==> config.mk <==
export PLATFORM = sky130hd
export DESIGN_NAME = logic_result_skid
export DESIGN_NICKNAME = d
export VERILOG_FILES = /design/src/rtl/logic_result_skid.sv
export SDC_FILE = /design/constraint.sdc
export NUM_CORES = 1
export LEC_CHECK = 0
export CORE_MARGIN = 10
export CORE_UTILIZATION = 50
export CTS_CLUSTER_DIAMETER = 40
export DETAILED_ROUTE_END_ITERATION = 8
export PLACE_DENSITY_LB_ADDON = 0.2
export SYNTH_ARGS = -nofsm -noshare
export SYNTH_HDL_FRONTEND = slang
export SYNTH_SLANG_ARGS = --single-unit
==> constraint.sdc <==
create_clock -name clk -period 2.1 [get_ports clk]
set_clock_uncertainty 0.2 [all_clocks]
set_input_delay 0.42 -clock clk [delete_from_list [all_inputs] [get_ports clk]]
set_output_delay 0.42 -clock clk [all_outputs]
set_load 0.02 [all_outputs]
==> src/rtl/logic_result_skid.sv <==
// Two-entry skid buffer registering the bitwise logic unit result with a zero flag and
// saturating accepted-result counter. Optional per-entry parity enabled by LRS_PARITY_EN.
module logic_result_skid #(
    parameter int unsigned WIDTH = 32,
    parameter int unsigned CNT_W = 16
) (
    input  logic             clk,
    input  logic             rst_n,
    input  logic [WIDTH-1:0] in_o,
    input  logic             in_valid,
    output logic             in_ready,
    output logic [WIDTH-1:0] out_o,
    output logic             out_zero,
    output logic             out_valid,
    input  logic             out_ready,
    output logic [CNT_W-1:0] res_cnt,
    output logic             out_par
);

    typedef enum logic [1:0] {
        EMPTY = 2'd0,
        ONE   = 2'd1,
        FULL  = 2'd2
    } state_t;

    state_t           state;
    state_t           next_state;
    logic [WIDTH-1:0] skid_o;
    logic             skid_zero;
    logic             push;
    logic             pop;
    logic             load_head_in;
    logic             load_head_skid;
    logic             load_skid;

    assign push = in_valid & in_ready;
    assign pop  = out_valid & out_ready;

    // Head takes new data directly unless an older entry is still ahead of it.
    assign load_head_in   = push & ((state == EMPTY) | ((state == ONE) & pop));
    assign load_skid      = push & (state == ONE) & ~pop;
    assign load_head_skid = pop & (state == FULL);

    always_ff @(posedge clk or negedge rst_n) begin
        if (!rst_n) begin
            state    <= EMPTY;
            in_ready <= 1'b1;
        end else begin
            state    <= next_state;
            in_ready <= (next_state != FULL);
        end
    end

    always_comb begin
        next_state = state;
        unique case (state)
            EMPTY: if (push) next_state = ONE;
            ONE: begin
                if (push && !pop)      next_state = FULL;
                else if (pop && !push) next_state = EMPTY;
            end
            FULL:  if (pop) next_state = ONE;
            default: next_state = EMPTY;
        endcase
    end

    always_comb begin
        out_valid = (state != EMPTY);
    end

    always_ff @(posedge clk or negedge rst_n) begin
        if (!rst_n) begin
            out_o     <= '0;
            out_zero  <= 1'b0;
            skid_o    <= '0;
            skid_zero <= 1'b0;
        end else begin
            if (load_head_in) begin
                out_o    <= in_o;
                out_zero <= (in_o == '0);
            end else if (load_head_skid) begin
                out_o    <= skid_o;
                out_zero <= skid_zero;
            end
            if (load_skid) begin
                skid_o    <= in_o;
                skid_zero <= (in_o == '0);
            end
        end
    end

    always_ff @(posedge clk or negedge rst_n) begin
        if (!rst_n) begin
            res_cnt <= '0;
        end else if (push && (res_cnt != '1)) begin
            res_cnt <= res_cnt + 1'b1;
        end
    end

`ifdef LRS_PARITY_EN
    logic skid_par;

    always_ff @(posedge clk or negedge rst_n) begin
        if (!rst_n) begin
            out_par  <= 1'b0;
            skid_par <= 1'b0;
        end else begin
            if (load_head_in)        out_par <= ^in_o;
            else if (load_head_skid) out_par <= skid_par;
            if (load_skid)           skid_par <= ^in_o;
        end
    end
`else
    assign out_par = 1'b0;
`endif

endmodule

==> summary.md, run 1 <==
| Metric | Value |
|---|---|
| Yosys warns | `0` |
| Leak pwr | `2.45 nW` |
| # placed instances | `468` |
| Postcts setup bufs | `0` |
| Slowest cell on the critical path | `clkdlybuf4s50_1` |
| Wirelength per Cell | `17.6 um` |
| Internal | `0.00456 W` |
| Root Buffer | `clkbuf_8` |
| Period utilisation layout | `96.8%` |
| R2r endpoint | `res_cnt[1]` |
| Die Y | `106 um` |
| Final setup vio count | `0` |
| Outcome | `complete, no violations` |
| Worst EP arrival | `1.41 ns` |
| Num ports | `88` |
| Total core area | `7210 um^2` |
| Synthesized Nets | `319` |
| GPL Wtd Cong | `0.808` |
| Comb power frac | `38.3%` |
| Most frequent cells in the layout | `84 x dfrtp_1, 74 x clkdlybuf4s50_1, 32 x mux2_2, 32 x a22o_1, 32 x a21o_1` |
| H-tree Lvls | `3` |
| Mapped Area | `3710 um^2` |
| Avg Synthesized Cell Area | `13.2 um^2` |
| DR iter-0 viols | `113` |
| FMAX | `492 MHz` |
| Flop pwr share | `40.9%` |
| Synth Register Bits | `85` |
| VDD IR-drop max | `0.636 mV` |
| Share of layout cells above drive strength 1 | `20.2%` |
| Yosys top cell by area | `dfrtp_1` |
| Critical path class | `flip-flop to output port` |
| CTS Buf Count | `9` |
| Starting density of the core | `51.4%` |
| Startpoint types | `flip-flop` |
| Max Buffers Root-to-Sink | `2` |
| Commonest non-fill, non-tap cell in the layout | `dfrtp_1` |
| Routed Antenna Nets | `0` |
| FF-to-FF path depth | `5` |
| Synth top area share | `56.7%` |
| Die width | `106 um` |
| CP Depth | `1` |
| Largest net degree at the start of global routing | `51` |
| Fin crit period | `2.03 ns` |
| Via count | `2655` |
| Slew Limit Fails | `0` |
| TritonCTS Sinks | `85` |
| Power, Total | `0.00675 W` |
| Worst path max stage delay | `0.64 ns` |
| Area grow syn2layout | `36.8%` |
| Ant. Diodes | `0` |
| WP data required | `1.48 ns` |
| Fin cells | `485` |
| Final hold vios | `0` |
| Detail Placement HPWL | `6220 um` |
| Yosys cell types | `43` |
| R2r setup slk | `0.16 ns` |
| Pre-CTS setup slack | `-0.141 ns` |
| # port buffers | `86` |
| R2r startpoint | `res_cnt[0]` |
| Via density | `5.47` |
| Fin worst setup slack | `0.0672 ns` |
| DRC Markers | `0` |
| Worst setup EP type | `output port` |
| DR pass1 iterations | `4` |
| Initial antenna violation count | `0` |
| Switching Fraction | `32.4%` |
| Clock power share | `20.8%` |
| Worst path bufs/invs | `1` |
| Register area share after synthesis | `57.4%` |
| Clk Latency, worst-skew pair | `0.35 ns` |
| Crit path max-delay family | `buffers and inverters` |
| DIE AREA | `11300 um^2` |
| Max Cap Viol | `0` |
| Nets | `418` |
| Number of global-route vias before repair | `2791` |
| Global Route Usage Sum | `15.5%` |
| CTS clk-pin slew, worst paths | `0.08 ns` |
| Hold Crit Class | `input pin to async pin` |
| Grt ovf | `0` |
| CP cell instances | `clkdlybuf4s50_1` |
| Worst-path fanout max | `5` |
| Sw Pwr | `0.00219 W` |
| Pwr/cell area | `1330 nW/um^2` |
| First-pass GRT wire length | `14200 um` |
| Setup crit end | `res_cnt[9]` |
| Beginning of the critical path | `res_cnt[9]` |
| Row count | `31` |
| Ranking of synthesized cells by area | `dfrtp_1 57%, mux2_2 9.7%, a22o_1 7.6%` |
| CTS tree | `done` |
| RSZ-0062 raised after global routing | `no` |
| Final WL | `8520 um` |
| Mapped Cells | `282` |
[sequential cells by signal, summed over array words and instances, names as in the netlist]
name       flops
res_cnt       16
out_zero       1
skid_zero      1
in_ready       1
skid_o        32
state          2
out_o         32
[logic make-up (layout without fill, tap and decap cells)]
logic type / after synthesis / in the layout / synth area share [%]
flip-flops: 85 / 85 / 57.4
AO/OA/AOI/OAI: 72 / 72 / 15.6
AND/OR/NAND/NOR: 58 / 58 / 10.1
multiplexers: 36 / 36 / 11.0
buffers and inverters: 17 / 121 / 2.67
XOR/XNOR: 12 / 12 / 2.83
adder cells (fa/ha/maj): 1 / 1 / 0.337
other: 1 / 1 / 0.101
[worst min path at each step]
stage / start / endpoint / cells past startpoint
after global routing: rst_n / out_o[17] / 2
after CTS: rst_n / skid_o[16] / 2
after floorplan: rst_n / out_o[0] / 0
after global placement: rst_n / out_o[17] / 1
final: rst_n / skid_o[16] / 2
after detailed placement: rst_n / out_o[17] / 1
[stage by stage]
stage          TNS, ns  util, %  hold WS, ns  area, um^2
3_3_place_gp     -4.97     66.6        0.105        4800
6_report             0     70.3        0.277        5070
5_1_grt              0     70.3        0.279        5070
2_1_floorplan        0        -      -0.0756        3710
4_1_cts              0     70.1        0.283        5050
3_5_place_dp     -7.72     66.6        0.108        4800
[layout make-up]
| class | instances | area [um^2] |
|---|---|---|
| clock inverter | 6 | 109 |
| timing repair buffer | 105 | 1090 |
| clock buffer | 10 | 138 |
| fill | 552 | 2140 |
| tap | 99 | 124 |
| sequential | 85 | 2130 |
| multi-input combinational | 180 | 1480 |
[synthesized netlist by cell type]
library cell,count
nor3b_4,1
nand3b_1,1
nand2b_1,2
nand4_1,7
o211ai_1,1
nor4_1,9
nor3_4,1
a31oi_1,1
nor3b_2,1
and3b_1,1
nor3_1,5
clkbuf_1,2
mux2i_1,1
o21a_1,1
buf_4,4
a21oi_1,2
a221o_1,1
nor2_2,2
buf_2,10
xor2_1,7
xnor2_1,5
and4_1,4
mux2_1,2
conb_1,1
o22ai_1,1
mux2_4,1
a21o_1,32
nor3_2,1
ha_1,1
or2_2,2
dfstp_2,1
and3_1,3
nand2_2,1
a2bb2oi_1,1
nand2_1,3
and2_1,1
dfrtp_1,84
a22o_1,32
nor2_1,4
mux2_2,32
nand3_1,8
buf_6,1
or2_1,1
[repair_timing]
action	in CTS	in global routing
endpoints found under the hold margin	16	0
resized for setup	3	8
setup endpoints to repair	3	8
pin swaps	0	0
hold buffers	1	0
[power groups by stage]
| stage | logic [W] | clock network [W] | registers [W] |
|---|---|---|---|
| after floorplan | 0.00101 | 0 | 0.00316 |
| after global placement | 0.00258 | 0 | 0.00276 |
| after detailed placement | 0.00264 | 0 | 0.00279 |
| after CTS | 0.00264 | 0.00143 | 0.00277 |
| after global routing | 0.00278 | 0.00152 | 0.00286 |
| final | 0.00258 | 0.00141 | 0.00276 |
[routing by layer]
metal / share of wire (%) / routed length [um] / track usage [%]
met5: 0 / 0 / 0
met4: 0.95 / 81 / 5.22
met3: 6.4 / 549 / 5.50
met2: 48 / 4100 / 23.7
met1: 44 / 3790 / 19.9
Note: power is estimated with default switching activity, not from simulation.
==> run 2: changes to the inputs <==
- ABC_CLOCK_PERIOD_IN_PS: unset -> 2100
==> results of run 2 <==
No change in the layout: final DEF, timing and power equal those of run 1.
==> run 3: changes to the inputs <==
- ABC_CLOCK_PERIOD_IN_PS: 2100 -> unset
- CORE_UTILIZATION: 50 -> 42
- TNS_END_PERCENT: unset -> 100
==> summary.md, run 3 (synthesis gave the netlist of run 1 again) <==
| Metric | Value |
|---|---|
| Outcome | `complete, no violations` |
| Comb power frac | `38.5% (+0.2 points)` |
| Root Buffer | `clkbuf_8` |
| Hold slack final | `0.279 ns (+0.00274 ns)` |
| CP cell instances | `clkdlybuf4s50_1` |
| RSZ-0062 raised after global routing | `no` |
| Slowest cell on the critical path | `clkdlybuf4s50_1` |
| Period utilisation layout | `97.0% (+0.19 points)` |
| Pre-CTS setup slack | `-0.150 ns (-0.00812 ns)` |
| Share of layout cells above drive strength 1 | `20.6% (+0.41 points)` |
| Leak pwr | `2.40 nW (-2.0%)` |
| CTS clk-pin slew, worst paths | `0.08 ns (about the same)` |
| Worst path max stage delay | `0.64 ns (about the same)` |
| R2r endpoint | `res_cnt[1]` |
| Pwr/cell area | `1320 nW/um^2 (-1.2%)` |
| Setup crit end | `res_cnt[13]` |
| Most frequent cells in the layout | `84 x dfrtp_1, 77 x clkdlybuf4s50_1, 32 x mux2_2, 32 x a22o_1, 32 x a21o_1` |
| Starting density of the core | `42.7% (-8.7 points)` |
| H-tree Lvls | `3 (unchanged)` |
| Hold Crit Class | `flip-flop to flip-flop` |
| Clk Latency, worst-skew pair | `0.35 ns (about the same)` |
| Fin worst setup slack | `0.0632 ns (-0.00393 ns)` |
| Critical path class | `flip-flop to output port` |
| Top Registers | `out_o: 32 flops, skid_o: 32 flops, res_cnt: 16 flops` |
| Routed Antenna Nets | `0 (unchanged)` |
| Wirelength per Cell | `17.3 um (-1.5%)` |
| # port buffers | `86 (unchanged)` |
| DR iter-0 viols | `64 (-43%)` |
| CTS tree | `done` |
| Slew Limit Fails | `0 (unchanged)` |
| CTS Buf Count | `9 (unchanged)` |
| Area grow syn2layout | `37.2%` |
| Crit path max-delay family | `buffers and inverters` |
| TritonCTS Sinks | `85 (unchanged)` |
| Worst setup EP type | `output port` |
| CP Depth | `1 (unchanged)` |
| Num ports | `88 (unchanged)` |
| Slew Limit Headroom | `66.2%` |
| Final Core Density | `58.6% (-12 points)` |
| Worst EP arrival | `1.42 ns (about the same)` |
| Worst-path fanout max | `6 (+1)` |
| Beginning of the critical path | `res_cnt[13]` |
| Max Buffers Root-to-Sink | `2 (unchanged)` |
| Switching Fraction | `32.4% (-0.059 points)` |
| Fin crit period | `2.04 ns (+0.00393 ns)` |
| Number of global-route vias before repair | `2787 (-0.14%)` |
| VDD IR-drop max | `0.753 mV (+18%)` |
| Post-route setup TNS | `0 ns (unchanged)` |
| Initial antenna violation count | `0 (unchanged)` |
| Final setup vio count | `0 (unchanged)` |
| DRC Markers | `0 (unchanged)` |
| Max Cap Viol | `0 (unchanged)` |
| DIE AREA | `13000 um^2 (+15%)` |
| Total core area | `8680 um^2 (+20%)` |
| Die Y | `114 um (+7.4%)` |
| R2r setup slk | `0.16 ns (about the same)` |
| Postcts setup bufs | `0 (unchanged)` |
| Via count | `2639 (-0.60%)` |
| Grt ovf | `0 (unchanged)` |
| Internal | `0.00452 W (-0.83%)` |
| WP data required | `1.48 ns (about the same)` |
| Hold path start | `out_o[20]` |
| Commonest non-fill, non-tap cell in the layout | `dfrtp_1` |
| Worst path bufs/invs | `1 (unchanged)` |
| Final hold vios | `0 (unchanged)` |
| Startpoint types | `flip-flop` |
| Slew @ Worst Pin | `0.507 ns` |
| Die width | `114 um (+7.4%)` |
| R2r startpoint | `res_cnt[0]` |
| Via density | `5.32 (-2.8%)` |
| Sw Pwr | `0.00217 W (-1.1%)` |
| GPL Wtd Cong | `0.789 (-2.4%)` |
| Nets | `421 (+0.72%)` |
| Ant. Diodes | `0 (unchanged)` |
| FF-to-FF path depth | `5 (unchanged)` |
| Detail Placement HPWL | `6280 um (+0.87%)` |
| Flop pwr share | `41.2% (+0.3 points)` |
| FMAX | `491 MHz (-0.19%)` |
| First-pass GRT wire length | `14100 um (about the same)` |
| Clock power share | `20.3% (-0.5 points)` |
| Row count | `34 (+9.7%)` |
| Global Route Usage Sum | `13.4% (-2.1 points)` |
| Final WL | `8590 um (+0.72%)` |
| Largest net degree at the start of global routing | `38 (-25%)` |
| DR pass1 iterations | `4 (unchanged)` |
-- run 3: cell types whose count changed in the layout (fill, tap and decap cells not counted), sizes merged --
cell	change
dlymetal6s2s	-4
buf	+3
clkdlybuf4s50	+3
clkbuf	-1
clkinv	+1
dlygate4sd2	+1
inv	-1
-- run 3: layer usage --
layer  vias to the layer above  track usage [%]  routed length (um)
met5                         -                0                   0
met4                         0             5.26                 123
met3                        11             4.25                 526
met2                        66             20.3                4050
met1                      1304             17.3                3880
li1                       1258                -                   -
-- run 3: timing repair --
action | CTS | global route
gates resized for setup | 4 | 4
hold endpoints to repair | 35 | 0
hold buffers | 1 | 0
endpoints found under the setup margin | 4 | 4
-- run 3: through the flow --
stage / std cells / total power, W / instance area [um^2]
floorplan: 282 / 0.00416 / 3710
finish: 496 / 0.00669 / 5090
detailed placement: 480 / 0.00544 / 4840
global route: 496 / 0.00710 / 5090
global placement: 480 / 0.00537 / 4840
CTS: 496 / 0.00680 / 5080
-- run 3: layout make-up --
type	instances	area (um^2)
fillers	763	3590
flip-flops and latches	85	2130
repair buffers	108	1110
well taps	108	135
multi-input cells	180	1480
clock buffers	9	124
clock inverters	6	113
-- run 3: worst min-delay path by stage --
| stage | to | slack [ns] | cells past startpoint |
|---|---|---|---|
| after floorplan | out_o[0] | -0.08 | 0 |
| after global placement | out_o[17] | 0.23 | 1 |
| after detailed placement | out_o[17] | 0.23 | 1 |
| after CTS | out_o[22] | 0.29 | 1 |
| after global routing | out_o[22] | 0.29 | 1 |
| final | out_o[20] | 0.28 | 1 |
-- run 3: power by group through the flow --
stage                     clock, W  combinational (W)  sequential [W]
final                      0.00136            0.00257         0.00276
after floorplan                  0            0.00101         0.00316
after CTS                  0.00140            0.00264         0.00276
after detailed placement         0            0.00264         0.00279
after global placement           0            0.00260         0.00277
after global routing       0.00148            0.00277         0.00285
